### config.mk
export PLATFORM = sky130hd
export DESIGN_NAME = regf_bus_arb_flat
export DESIGN_NICKNAME = d
export VERILOG_FILES = /design/src/rtl/regf_bus_arb_pkg.sv /design/src/rtl/regf_bus_arb_if.sv /design/src/rtl/regf_bus_arb_rr.sv /design/src/rtl/regf_bus_arb.sv /design/src/flat_wrapper.sv
export SDC_FILE = /design/constraint.sdc
export NUM_CORES = 1
export LEC_CHECK = 0
export CORE_ASPECT_RATIO = 1.25
export CORE_UTILIZATION = 43
export CTS_CLUSTER_DIAMETER = 200
export DETAILED_ROUTE_END_ITERATION = 10
export PLACE_DENSITY = 0.87
export RECOVER_POWER = 25
export SYNTH_ARGS = -nofsm -noshare
export SYNTH_HDL_FRONTEND = slang
export SYNTH_SLANG_ARGS = --single-unit
### constraint.sdc
create_clock -name main_clk_i -period 4.9 [get_ports main_clk_i]
set_input_delay 0.49 -clock main_clk_i [delete_from_list [all_inputs] [get_ports main_clk_i]]
set_output_delay 0.49 -clock main_clk_i [all_outputs]
set_load 0.05 [all_outputs]
### src/rtl/regf_bus_arb_pkg.sv
// regf_bus_arb_pkg: shared widths, FSM states and command type for the regf bus arbiter
package regf_bus_arb_pkg;
  localparam int ADDR_WIDTH = 13;
  localparam int DATA_WIDTH = 32;
  typedef enum logic [1:0] {RUN, DRAIN, SRST} arb_state_e;
  typedef logic req_id_t;
  typedef struct packed {
    logic [ADDR_WIDTH-1:0] addr;
    logic                  wena;
    logic [DATA_WIDTH-1:0] wdata;
    req_id_t               id;
  } cmd_t;
endpackage

### src/rtl/regf_bus_arb_if.sv
// regf_bus_arb_if: two requester ports (index 0 host, 1 debug) plus the regf bus
//   req_valid/addr/wena/wdata -> arbiter, req_ready/rsp/rdata/err <- arbiter
//   mem_ena/addr/wena/wdata <- arbiter, mem_rdata/err -> arbiter
interface regf_bus_arb_if import regf_bus_arb_pkg::*; ();
  logic [1:0]            req_valid;
  logic [1:0]            req_ready;
  logic [1:0]            req_wena;
  logic [1:0]            req_rsp;
  logic [1:0]            req_err;
  logic [ADDR_WIDTH-1:0] req_addr [2];
  logic [DATA_WIDTH-1:0] req_wdata [2];
  logic [DATA_WIDTH-1:0] req_rdata [2];
  logic                  mem_ena;
  logic                  mem_wena;
  logic                  mem_err;
  logic [ADDR_WIDTH-1:0] mem_addr;
  logic [DATA_WIDTH-1:0] mem_wdata;
  logic [DATA_WIDTH-1:0] mem_rdata;
  modport slave (
    input  req_valid, req_wena, req_addr, req_wdata, mem_rdata, mem_err,
    output req_ready, req_rsp, req_rdata, req_err, mem_ena, mem_wena, mem_addr, mem_wdata
  );
  modport master (
    output req_valid, req_wena, req_addr, req_wdata, mem_rdata, mem_err,
    input  req_ready, req_rsp, req_rdata, req_err, mem_ena, mem_wena, mem_addr, mem_wdata
  );
endinterface

### src/rtl/regf_bus_arb_rr.sv
// regf_bus_arb_rr: 2-way round-robin picker owning last_gnt
//   valid[1:0] requests, en gates all grants, accept advances last_gnt; gnt[1:0] one-hot or zero
module regf_bus_arb_rr (
  input  logic       main_clk_i,
  input  logic       main_rst_an_i,
  input  logic [1:0] valid,
  input  logic       en,
  input  logic       accept,
  output logic [1:0] gnt
);
  logic last_gnt, pick1;
  // With no or both requesters valid the side that did not win last is offered, so ready idles high on it
  always_comb pick1 = (valid[1] & ~valid[0]) | (~last_gnt & (valid[1] == valid[0]));
  always_comb gnt = en ? {pick1, ~pick1} : 2'b00;
  always_ff @(posedge main_clk_i or negedge main_rst_an_i)
    if (!main_rst_an_i) last_gnt <= 1'b1;
    else if (accept) last_gnt <= pick1;
endmodule

### src/rtl/regf_bus_arb.sv
// regf_bus_arb: round-robin share of one regf bus between host and debug, with soft-reset sequencing
//   main_clk_i/main_rst_an_i clock and async active-low reset, bus requester+regf signals,
//   swrst_req_i soft reset request pulse, swrst_busy_o sequence in progress, soft_rst_o to regf
module regf_bus_arb import regf_bus_arb_pkg::*; #(
  parameter int SRST_CYCLES = 4
) (
  input  logic          main_clk_i,
  input  logic          main_rst_an_i,
  input  logic          swrst_req_i,
  output logic          swrst_busy_o,
  output logic          soft_rst_o,
  regf_bus_arb_if.slave bus
);
  arb_state_e            state;
  logic [7:0]            cnt;
  logic [1:0]            gnt;
  logic                  en, accept, rsp_v, rsp_err;
  req_id_t               iss_id, rsp_id;
  logic [DATA_WIDTH-1:0] rsp_rdata;
  cmd_t                  acc;
  assign en = state == RUN && !swrst_req_i;
  assign accept = |(bus.req_valid & gnt);
  assign bus.req_ready = gnt;
  assign acc = '{addr: bus.req_addr[gnt[1]], wena: bus.req_wena[gnt[1]], wdata: bus.req_wdata[gnt[1]], id: gnt[1]};
  assign swrst_busy_o = state != RUN || swrst_req_i;
  assign bus.req_rsp = rsp_v ? (rsp_id ? 2'b10 : 2'b01) : 2'b00;
  assign bus.req_err = bus.req_rsp & {2{rsp_err}};
  assign bus.req_rdata[0] = bus.req_rsp[0] ? rsp_rdata : '0;
  assign bus.req_rdata[1] = bus.req_rsp[1] ? rsp_rdata : '0;
  regf_bus_arb_rr u_rr (
    .main_clk_i   (main_clk_i),
    .main_rst_an_i(main_rst_an_i),
    .valid        (bus.req_valid),
    .en           (en),
    .accept       (accept),
    .gnt          (gnt)
  );
  // Issue stage is the mem_* flops; the regf answers combinationally, so capture in the issue cycle
  always_ff @(posedge main_clk_i or negedge main_rst_an_i)
    if (!main_rst_an_i) begin
      bus.mem_ena   <= 1'b0;
      bus.mem_wena  <= 1'b0;
      bus.mem_addr  <= '0;
      bus.mem_wdata <= '0;
      iss_id        <= 1'b0;
      rsp_v         <= 1'b0;
      rsp_id        <= 1'b0;
      rsp_err       <= 1'b0;
      rsp_rdata     <= '0;
    end else begin
      bus.mem_ena <= accept;
      if (accept) begin
        bus.mem_wena  <= acc.wena;
        bus.mem_addr  <= acc.addr;
        bus.mem_wdata <= acc.wdata;
        iss_id        <= acc.id;
      end
      rsp_v     <= bus.mem_ena;
      rsp_id    <= iss_id;
      rsp_err   <= bus.mem_ena & bus.mem_err;
      rsp_rdata <= bus.mem_wena ? '0 : bus.mem_rdata;
    end
  always_ff @(posedge main_clk_i or negedge main_rst_an_i)
    if (!main_rst_an_i) begin
      state      <= RUN;
      cnt        <= '0;
      soft_rst_o <= 1'b0;
    end else begin
      case (state)
        RUN: if (swrst_req_i) state <= DRAIN;
        DRAIN: if (!bus.mem_ena && !rsp_v) begin
          state      <= SRST;
          cnt        <= 8'(SRST_CYCLES - 1);
          soft_rst_o <= 1'b1;
        end
        SRST: if (cnt == 8'd0) begin
          state      <= RUN;
          soft_rst_o <= 1'b0;
        end else cnt <= cnt - 8'd1;
        default: state <= RUN;
      endcase
    end
endmodule
### src/flat_wrapper.sv
// flat-port wrapper written by rule: the top's interface ports become plain ports
module regf_bus_arb_flat import regf_bus_arb_pkg::*;
#(
  parameter int SRST_CYCLES = 4
)
  (main_clk_i, main_rst_an_i, swrst_req_i, swrst_busy_o, soft_rst_o, bus_req_valid, bus_req_wena, bus_req_addr, bus_req_wdata, bus_mem_rdata, bus_mem_err, bus_req_ready, bus_req_rsp, bus_req_rdata, bus_req_err, bus_mem_ena, bus_mem_wena, bus_mem_addr, bus_mem_wdata);
  regf_bus_arb_if bus_i ();
  input  logic main_clk_i;
  input  logic main_rst_an_i;
  input  logic swrst_req_i;
  output logic swrst_busy_o;
  output logic soft_rst_o;
  input wire logic [$bits(bus_i.req_valid)-1:0] bus_req_valid;
  input wire logic [$bits(bus_i.req_wena)-1:0] bus_req_wena;
  input wire logic [$bits(bus_i.req_addr)-1:0] bus_req_addr;
  input wire logic [$bits(bus_i.req_wdata)-1:0] bus_req_wdata;
  input wire logic [$bits(bus_i.mem_rdata)-1:0] bus_mem_rdata;
  input wire logic [$bits(bus_i.mem_err)-1:0] bus_mem_err;
  output wire logic [$bits(bus_i.req_ready)-1:0] bus_req_ready;
  output wire logic [$bits(bus_i.req_rsp)-1:0] bus_req_rsp;
  output wire logic [$bits(bus_i.req_rdata)-1:0] bus_req_rdata;
  output wire logic [$bits(bus_i.req_err)-1:0] bus_req_err;
  output wire logic [$bits(bus_i.mem_ena)-1:0] bus_mem_ena;
  output wire logic [$bits(bus_i.mem_wena)-1:0] bus_mem_wena;
  output wire logic [$bits(bus_i.mem_addr)-1:0] bus_mem_addr;
  output wire logic [$bits(bus_i.mem_wdata)-1:0] bus_mem_wdata;
  assign bus_i.req_valid = bus_req_valid;
  assign bus_i.req_wena = bus_req_wena;
  assign bus_i.req_addr = {>>{bus_req_addr}};
  assign bus_i.req_wdata = {>>{bus_req_wdata}};
  assign bus_i.mem_rdata = bus_mem_rdata;
  assign bus_i.mem_err = bus_mem_err;
  assign bus_req_ready = bus_i.req_ready;
  assign bus_req_rsp = bus_i.req_rsp;
  assign bus_req_rdata = {>>{bus_i.req_rdata}};
  assign bus_req_err = bus_i.req_err;
  assign bus_mem_ena = bus_i.mem_ena;
  assign bus_mem_wena = bus_i.mem_wena;
  assign bus_mem_addr = bus_i.mem_addr;
  assign bus_mem_wdata = bus_i.mem_wdata;
  regf_bus_arb #(.SRST_CYCLES(SRST_CYCLES)) u_core (.main_clk_i(main_clk_i), .main_rst_an_i(main_rst_an_i), .swrst_req_i(swrst_req_i), .swrst_busy_o(swrst_busy_o), .soft_rst_o(soft_rst_o), .bus(bus_i));
endmodule
==> results of run 1 <==
[worst min path at each step]
stage                                              end                 startpoint  slack, ns
detailed placement             u_core.rsp_id$_DFF_PN0_  u_core.iss_id$_DFFE_PN0P_       0.40
finish                         u_core.rsp_id$_DFF_PN0_  u_core.iss_id$_DFFE_PN0P_       0.42
global placement               u_core.rsp_id$_DFF_PN0_  u_core.iss_id$_DFFE_PN0P_       0.39
floorplan           u_core.bus.mem_addr[0]$_DFFE_PN0P_              main_rst_an_i       0.19
global route                   u_core.rsp_id$_DFF_PN0_  u_core.iss_id$_DFFE_PN0P_       0.44
CTS                 u_core.bus.mem_addr[0]$_DFFE_PN0P_              main_rst_an_i       0.11
[routing by layer]
layer,global-route usage [%],wire length (µm)
met5,0,0
met4,8.58,221
met2,41.4,7300
met1,24.9,4860
met3,3.28,563
[logic make-up after synthesis]
logic type	Yosys count	synth area share, %
buffers and inverters	33	4.50
adders and majority gates	7	1.80
muxes	93	23.8
AOI/OAI and AO/OA	31	4.14
and+or+nand+nor	136	16.9
DFF	95	48.9
[synthesized netlist by cell type, types with 3 or more instances]
cell and number:
nor2b_1 34, dfrtp_1 94, and2_1 36, o21ai_0 8, a21oi_1 7, clkbuf_1 14
mux2_4 29, nor2_1 7, ha_1 7, nand2_1 13, nor3_1 3, and3_1 34
buf_12 3, buf_6 5, mux2_2 64, inv_1 8
[cell type report]
cell class | instances | share of cell area, %
repair buffers | 252 | 32.8
flip-flops and latches | 95 | 31.0
multi-input cells | 267 | 29.8
clock buffers | 11 | 3.16
well taps | 135 | 2.20
clock inverters | 5 | 0.749
inverters | 8 | 0.391
[report_power, final]
| group | internal, mW | switching (mW) | leakage, nW | total, mW |
|---|---|---|---|---|
| clock | 0.409 | 0.285 | 0.138 | 0.694 |
| combinational | 0.890 | 1.27 | 2.04 | 2.16 |
| sequential | 1.09 | 0.255 | 1.16 | 1.34 |
| total | 2.39 | 1.81 | 3.34 | 4.20 |
[critical path: stages (launching register included)]
cell	delay, ns
dfrtp_1	0.88
nor2b_1	0.21
buf_4	0.29
and2_1	0.20
clkdlybuf4s50_1	0.80
[state kept, by name, summed over array words and instances, names as in the netlist]
name / cells
u_core.bus.mem_addr: 13
u_core.bus.mem_ena: 1
u_core.bus.mem_wdata: 32
u_core.bus.mem_wena: 1
u_core.cnt: 8
u_core.iss_id: 1
u_core.rsp_err: 1
u_core.rsp_id: 1
u_core.rsp_rdata: 32
u_core.rsp_v: 1
u_core.soft_rst_o: 1
u_core.state: 2
u_core.u_rr.last_gnt: 1
[stage by stage]
step | std cells | power, mW | utilization, %
global placement | 757 | 3.45 | 66.7
global route | 773 | 4.38 | 69.3
CTS | 773 | 4.23 | 69.4
floorplan | 395 | 2.77 | -
finish | 773 | 4.20 | 69.3
detailed placement | 757 | 3.52 | 66.7
==> impl_metrics.toml, run 1 <==
[cells_and_area]
multiInputGateArea_mm2 = 0.00229
num_antenna_cells = 0
drive_above_1_share_pct = 18.5
layout_commonest_cell = "clkdlybuf4s50_1"
fill_cells = 822
register_area_mm2 = 0.00238
area_growth_pct = 57.9
layout_common_cells = "clkdlybuf4s50_1, dfrtp_1, mux2_2, and2_1"
nets = 770
fin_area_mm2 = 0.00768

[cts]
cts_buffer_depth = 2
postCtsSetupBuffers = 0
tritoncts = "yes"
path_clk_slew_ns = 0.06
htreeDepth = 3
cts_made_buffers = 9
hold_buffers = 0
numClockSinks = 95
clock_latency_ns = 0.33
cts_root_buffer = "clkbuf_16"
postCtsResizedCells = 0

[setup_path]
critPathCapture = "bus_req_rdata[62]"
critPathKind = "flip-flop to primary output"
reg2reg_slack_ns = 2.27
r2r-end = "u_core.bus.mem_wdata[21]$_DFFE_PN0P_"
critical_path_required_ns = 4.41
critPathCaptureType = "primary output"
arrival_ns = 2.73
startpoint = "u_core.rsp_v$_DFF_PN0_"
rr_worst_depth = 7
r2r-start = "u_core.state[1]$_DFFE_PN0P_"
path_max_fanout = 36
cp-start-kind = "flip-flop"

[timing]
setup_viol = 0
rsz0062_at_grt = "false"
fin_crit_ns = 3.22
tightestPinTransition_ns = 1.86
tns_ns = 0
maxSlewViolCount = 38
slew_headroom_pct = -23.9
max_freq_ghz = 0.311
layout_setup_ws_ns = 1.68
holdWs_ns = 0.417
hold_viol_final = 0
fin_crit_sh_pct = 65.7
clock_skew_ns = 0.00540

[power_and_ir_drop]
power_density_mw_per_mm2 = 546
ir_worst_vdd_uv = 327
p_leak_nw = 3.34

[grt]
grt_pass1_vias = 3962
grt_usage_pct = 22.0
grt_overflow = 0
grt_pass1_wl_um = 20300
grt_max_degree = 60
antenna_found_initial = 0

[route]
drc = 0
via_count = 3904
ant_nets = 0
drt_iter0_markers = 104
wl_per_cell_um = 16.7
totalWireLength_um = 12900
dr.pass1.iters = 4
vias_per_cell = 5.05

[synth]
syn_avg_cell_area_um2 = 12.3
synth_warnings = 0
synth_area_mm2 = 0.00487
synth_edf_count = 0
ys_seq_area_share_pct = 48.9
netlist_top_cells_area = "dfrtp_1, mux2_2, mux2_4"
synth_seq_cells = 95
synthArstFlopShare_pct = 100
ys_types = 38
synth_area_leader_cell = "dfrtp_1"
synth_ff_type = "dfrtp_1"
synth.top_cell.area_share_pct = 48.3
synthCells = 395
synth_nets = 532

[floorplan]
rows = 43
fp.dieH_um = 121
fp.dieW_um = 97.1
core_area_mm2 = 0.0111
die-area_mm2 = 0.0117
io_pins = 249
start_util_pct = 43.9

[place]
finalWeightedCongestion = 0.816
io_buffers = 248
placed_area_mm2 = 0.00739
pre_cts_ws_ns = 1.45
dp_hpwl_um = 9830

[hold_path]
hold_path_depth = 0
hold_class = "flip-flop to flip-flop"

[job]
cap_violations = 1

[outcome]
status = "finished with violations"
failed_checks = "max-capacitance violations, max-slew violations"
(Power assumes the default switching activity.)
==> run 2, diff against run 1 <==
--- a/config.mk
+++ b/config.mk
@@ -6,10 +6,10 @@
 export NUM_CORES = 1
 export LEC_CHECK = 0
 export CORE_ASPECT_RATIO = 1.25
-export CORE_UTILIZATION = 43
+export CORE_UTILIZATION = 40
 export CTS_CLUSTER_DIAMETER = 200
 export DETAILED_ROUTE_END_ITERATION = 10
-export PLACE_DENSITY = 0.87
+export PLACE_DENSITY = 0.82
 export RECOVER_POWER = 25
 export SYNTH_ARGS = -nofsm -noshare
 export SYNTH_HDL_FRONTEND = slang
==> constraint.sdc (replaced) <==
create_clock -name main_clk_i -period 3.04 [get_ports main_clk_i]
set_input_delay 0.304 -clock main_clk_i [delete_from_list [all_inputs] [get_ports main_clk_i]]
set_output_delay 0.304 -clock main_clk_i [all_outputs]
set_load 0.05 [all_outputs]
==> run 2 against run 1 <==
Net effect: the flow now finishes without violations; total power grew 63%; core utilization barely moved; global-route usage fell by 0.36 points; non-clock buffer count grew 5; highest routed layer unchanged; critical path depth increased by 2; sequential share of layout area decreased by 1.7 points; first-iteration DRC count shrank 42%; hold slack got worse by 0.0087 ns; clock-buffer cell count fell by 2; die area rose by 7.4%.
==> impl_metrics.toml, run 2 (synthesized netlist as in run 1, its figures left out) <==
[outcome]
status = "finished, final reports clean"

[route]
drc = 0
totalWireLength_um = 13000
dr.pass1.iters = 4
via_count = 3926
vias_per_cell = 4.88
ant_nets = 0
drt_iter0_markers = 60
wl_per_cell_um = 16.1

[timing]
setup_viol = 0
hold_viol_final = 0
clock_skew_ns = 0.00953
tightestPinTransition_ns = 1.40
fin_crit_sh_pct = 90.8
maxSlewViolCount = 0
tns_ns = 0
slew_headroom_pct = 6.68
holdWs_ns = 0.408
max_freq_ghz = 0.362
fin_crit_ns = 2.76
rsz0062_at_grt = "false"

[cts]
cts_buffer_depth = 2
postCtsSetupBuffers = 0
hold_buffers = 1
tritoncts = "yes"
postCtsResizedCells = 0
clock_latency_ns = 0.34
numClockSinks = 95
htreeDepth = 3
cts_made_buffers = 9
cts_root_buffer = "clkbuf_16"
path_clk_slew_ns = 0.07

[setup_path]
critPathCaptureType = "primary output"
cp-start-kind = "flip-flop"
arrival_ns = 2.46
path_cells = "inv_1, ha_1, nor2b_4, inv_1, nor3_1, clkdlybuf4s50_1"
path_max_fanout = 6
startpoint = "u_core.state[1]$_DFFE_PN0P_"
cpMaxStageDelayCell = "clkdlybuf4s50_1"
critPathKind = "flip-flop to primary output"
worst_path_largest_cell_delay_ns = 0.83
path_common_cell = "inv_1"
r2r-start = "u_core.state[1]$_DFFE_PN0P_"
critical_path_required_ns = 2.74

[floorplan]
core_area_mm2 = 0.0117
rows = 44
fp.dieH_um = 125
start_util_pct = 41.5
fp.dieW_um = 101
io_pins = 249
die-area_mm2 = 0.0126

[cells_and_area]
drive_above_1_share_pct = 24.4
num_antenna_cells = 0
register_area_mm2 = 0.00238
layout_commonest_cell = "clkdlybuf4s50_1"
area_growth_pct = 66.9
fill_cells = 856
nets = 775
layout_common_cells = "clkdlybuf4s50_1, dfrtp_1, mux2_2, buf_12, and2_1"
multiInputGateArea_mm2 = 0.00229
reg_top3 = "u_core.bus.mem_wdata x32, u_core.rsp_rdata x32, u_core.bus.mem_addr x13"

[place]
finalWeightedCongestion = 0.806
io_buffers = 248
dp_hpwl_um = 10000

[power_and_ir_drop]
ir_worst_vdd_uv = 616
p_leak_nw = 3.55
power_density_mw_per_mm2 = 842
totalPowerFinal_mw = 6.84

[grt]
grt_usage_pct = 21.6
grt_pass1_vias = 4208
grt_overflow = 0
grt_pass1_wl_um = 21200
grt_max_degree = 51
antenna_found_initial = 0

[hold_path]
hold_class = "flip-flop to flip-flop"
worstHoldStart = "u_core.iss_id$_DFFE_PN0P_"

[job]
cap_violations = 0
==> run 2: path summary, 6_finish.rpt <==
path                       cells after the start                                    to  slack [ns]
hold reg to reg                                0               u_core.rsp_id$_DFF_PN0_        0.41
setup / recovery                               6                      bus_req_ready[0]        0.28
setup reg to reg                               7    u_core.bus.mem_addr[0]$_DFFE_PN0P_        0.94
hold / removal                                 0               u_core.rsp_id$_DFF_PN0_        0.41
min in group asynchronous                      2             u_core.iss_id$_DFFE_PN0P_        0.72
max in group asynchronous                      3  u_core.bus.mem_wdata[31]$_DFFE_PN0P_        1.48
==> run 2: stage by stage <==
stage	util (%)	setup slack, ns	cells	cell area (µm²)
floorplan	-	0.548	395	4870
global placement	66.6	0.386	787	7820
detailed placement	66.6	0.365	787	7820
CTS	69.3	0.241	804	8130
global route	69.3	0.0780	804	8120
finish	69.3	0.281	804	8120
==> run 2: layout make-up <==
class	instances	area share [%]
clock buffer	9	2.77
inverter	8	0.370
timing repair buffer	257	36.0
sequential	95	29.3
clock inverter	7	0.955
tap	161	2.48
multi-input combinational	267	28.2
==> run 2: critical path, delay by kind of cell (launching register included) <==
kind          cells  cell delay, ns
simple gates      2            0.42
buf+inv           3            1.11
flops             1            0.41
fa+ha+maj         1            0.17
==> run 2: metal layers <==
layer	vias up	global-route usage (%)	routed length, µm
met3	21	6.32	940
met5	-	0	0
met1	1888	23.5	4830
li1	1843	-	-
met2	174	39.5	6900
met4	0	7.33	293
==> run 2: power breakdown <==
group	switching, mW	internal, mW	leakage (nW)	total (mW)
registers	0.283	1.76	1.16	2.04
logic	2.17	1.48	2.24	3.65
clock network	0.507	0.647	0.147	1.15
==> run 3, diff against run 2 <==
--- a/config.mk
+++ b/config.mk
@@ -7,7 +7,6 @@
 export LEC_CHECK = 0
 export CORE_ASPECT_RATIO = 1.25
 export CORE_UTILIZATION = 40
-export CTS_CLUSTER_DIAMETER = 200
 export DETAILED_ROUTE_END_ITERATION = 10
 export PLACE_DENSITY = 0.82
 export RECOVER_POWER = 25
==> results of run 3 <==
Same layout as run 2: the final DEF is identical, and so are final timing and power.
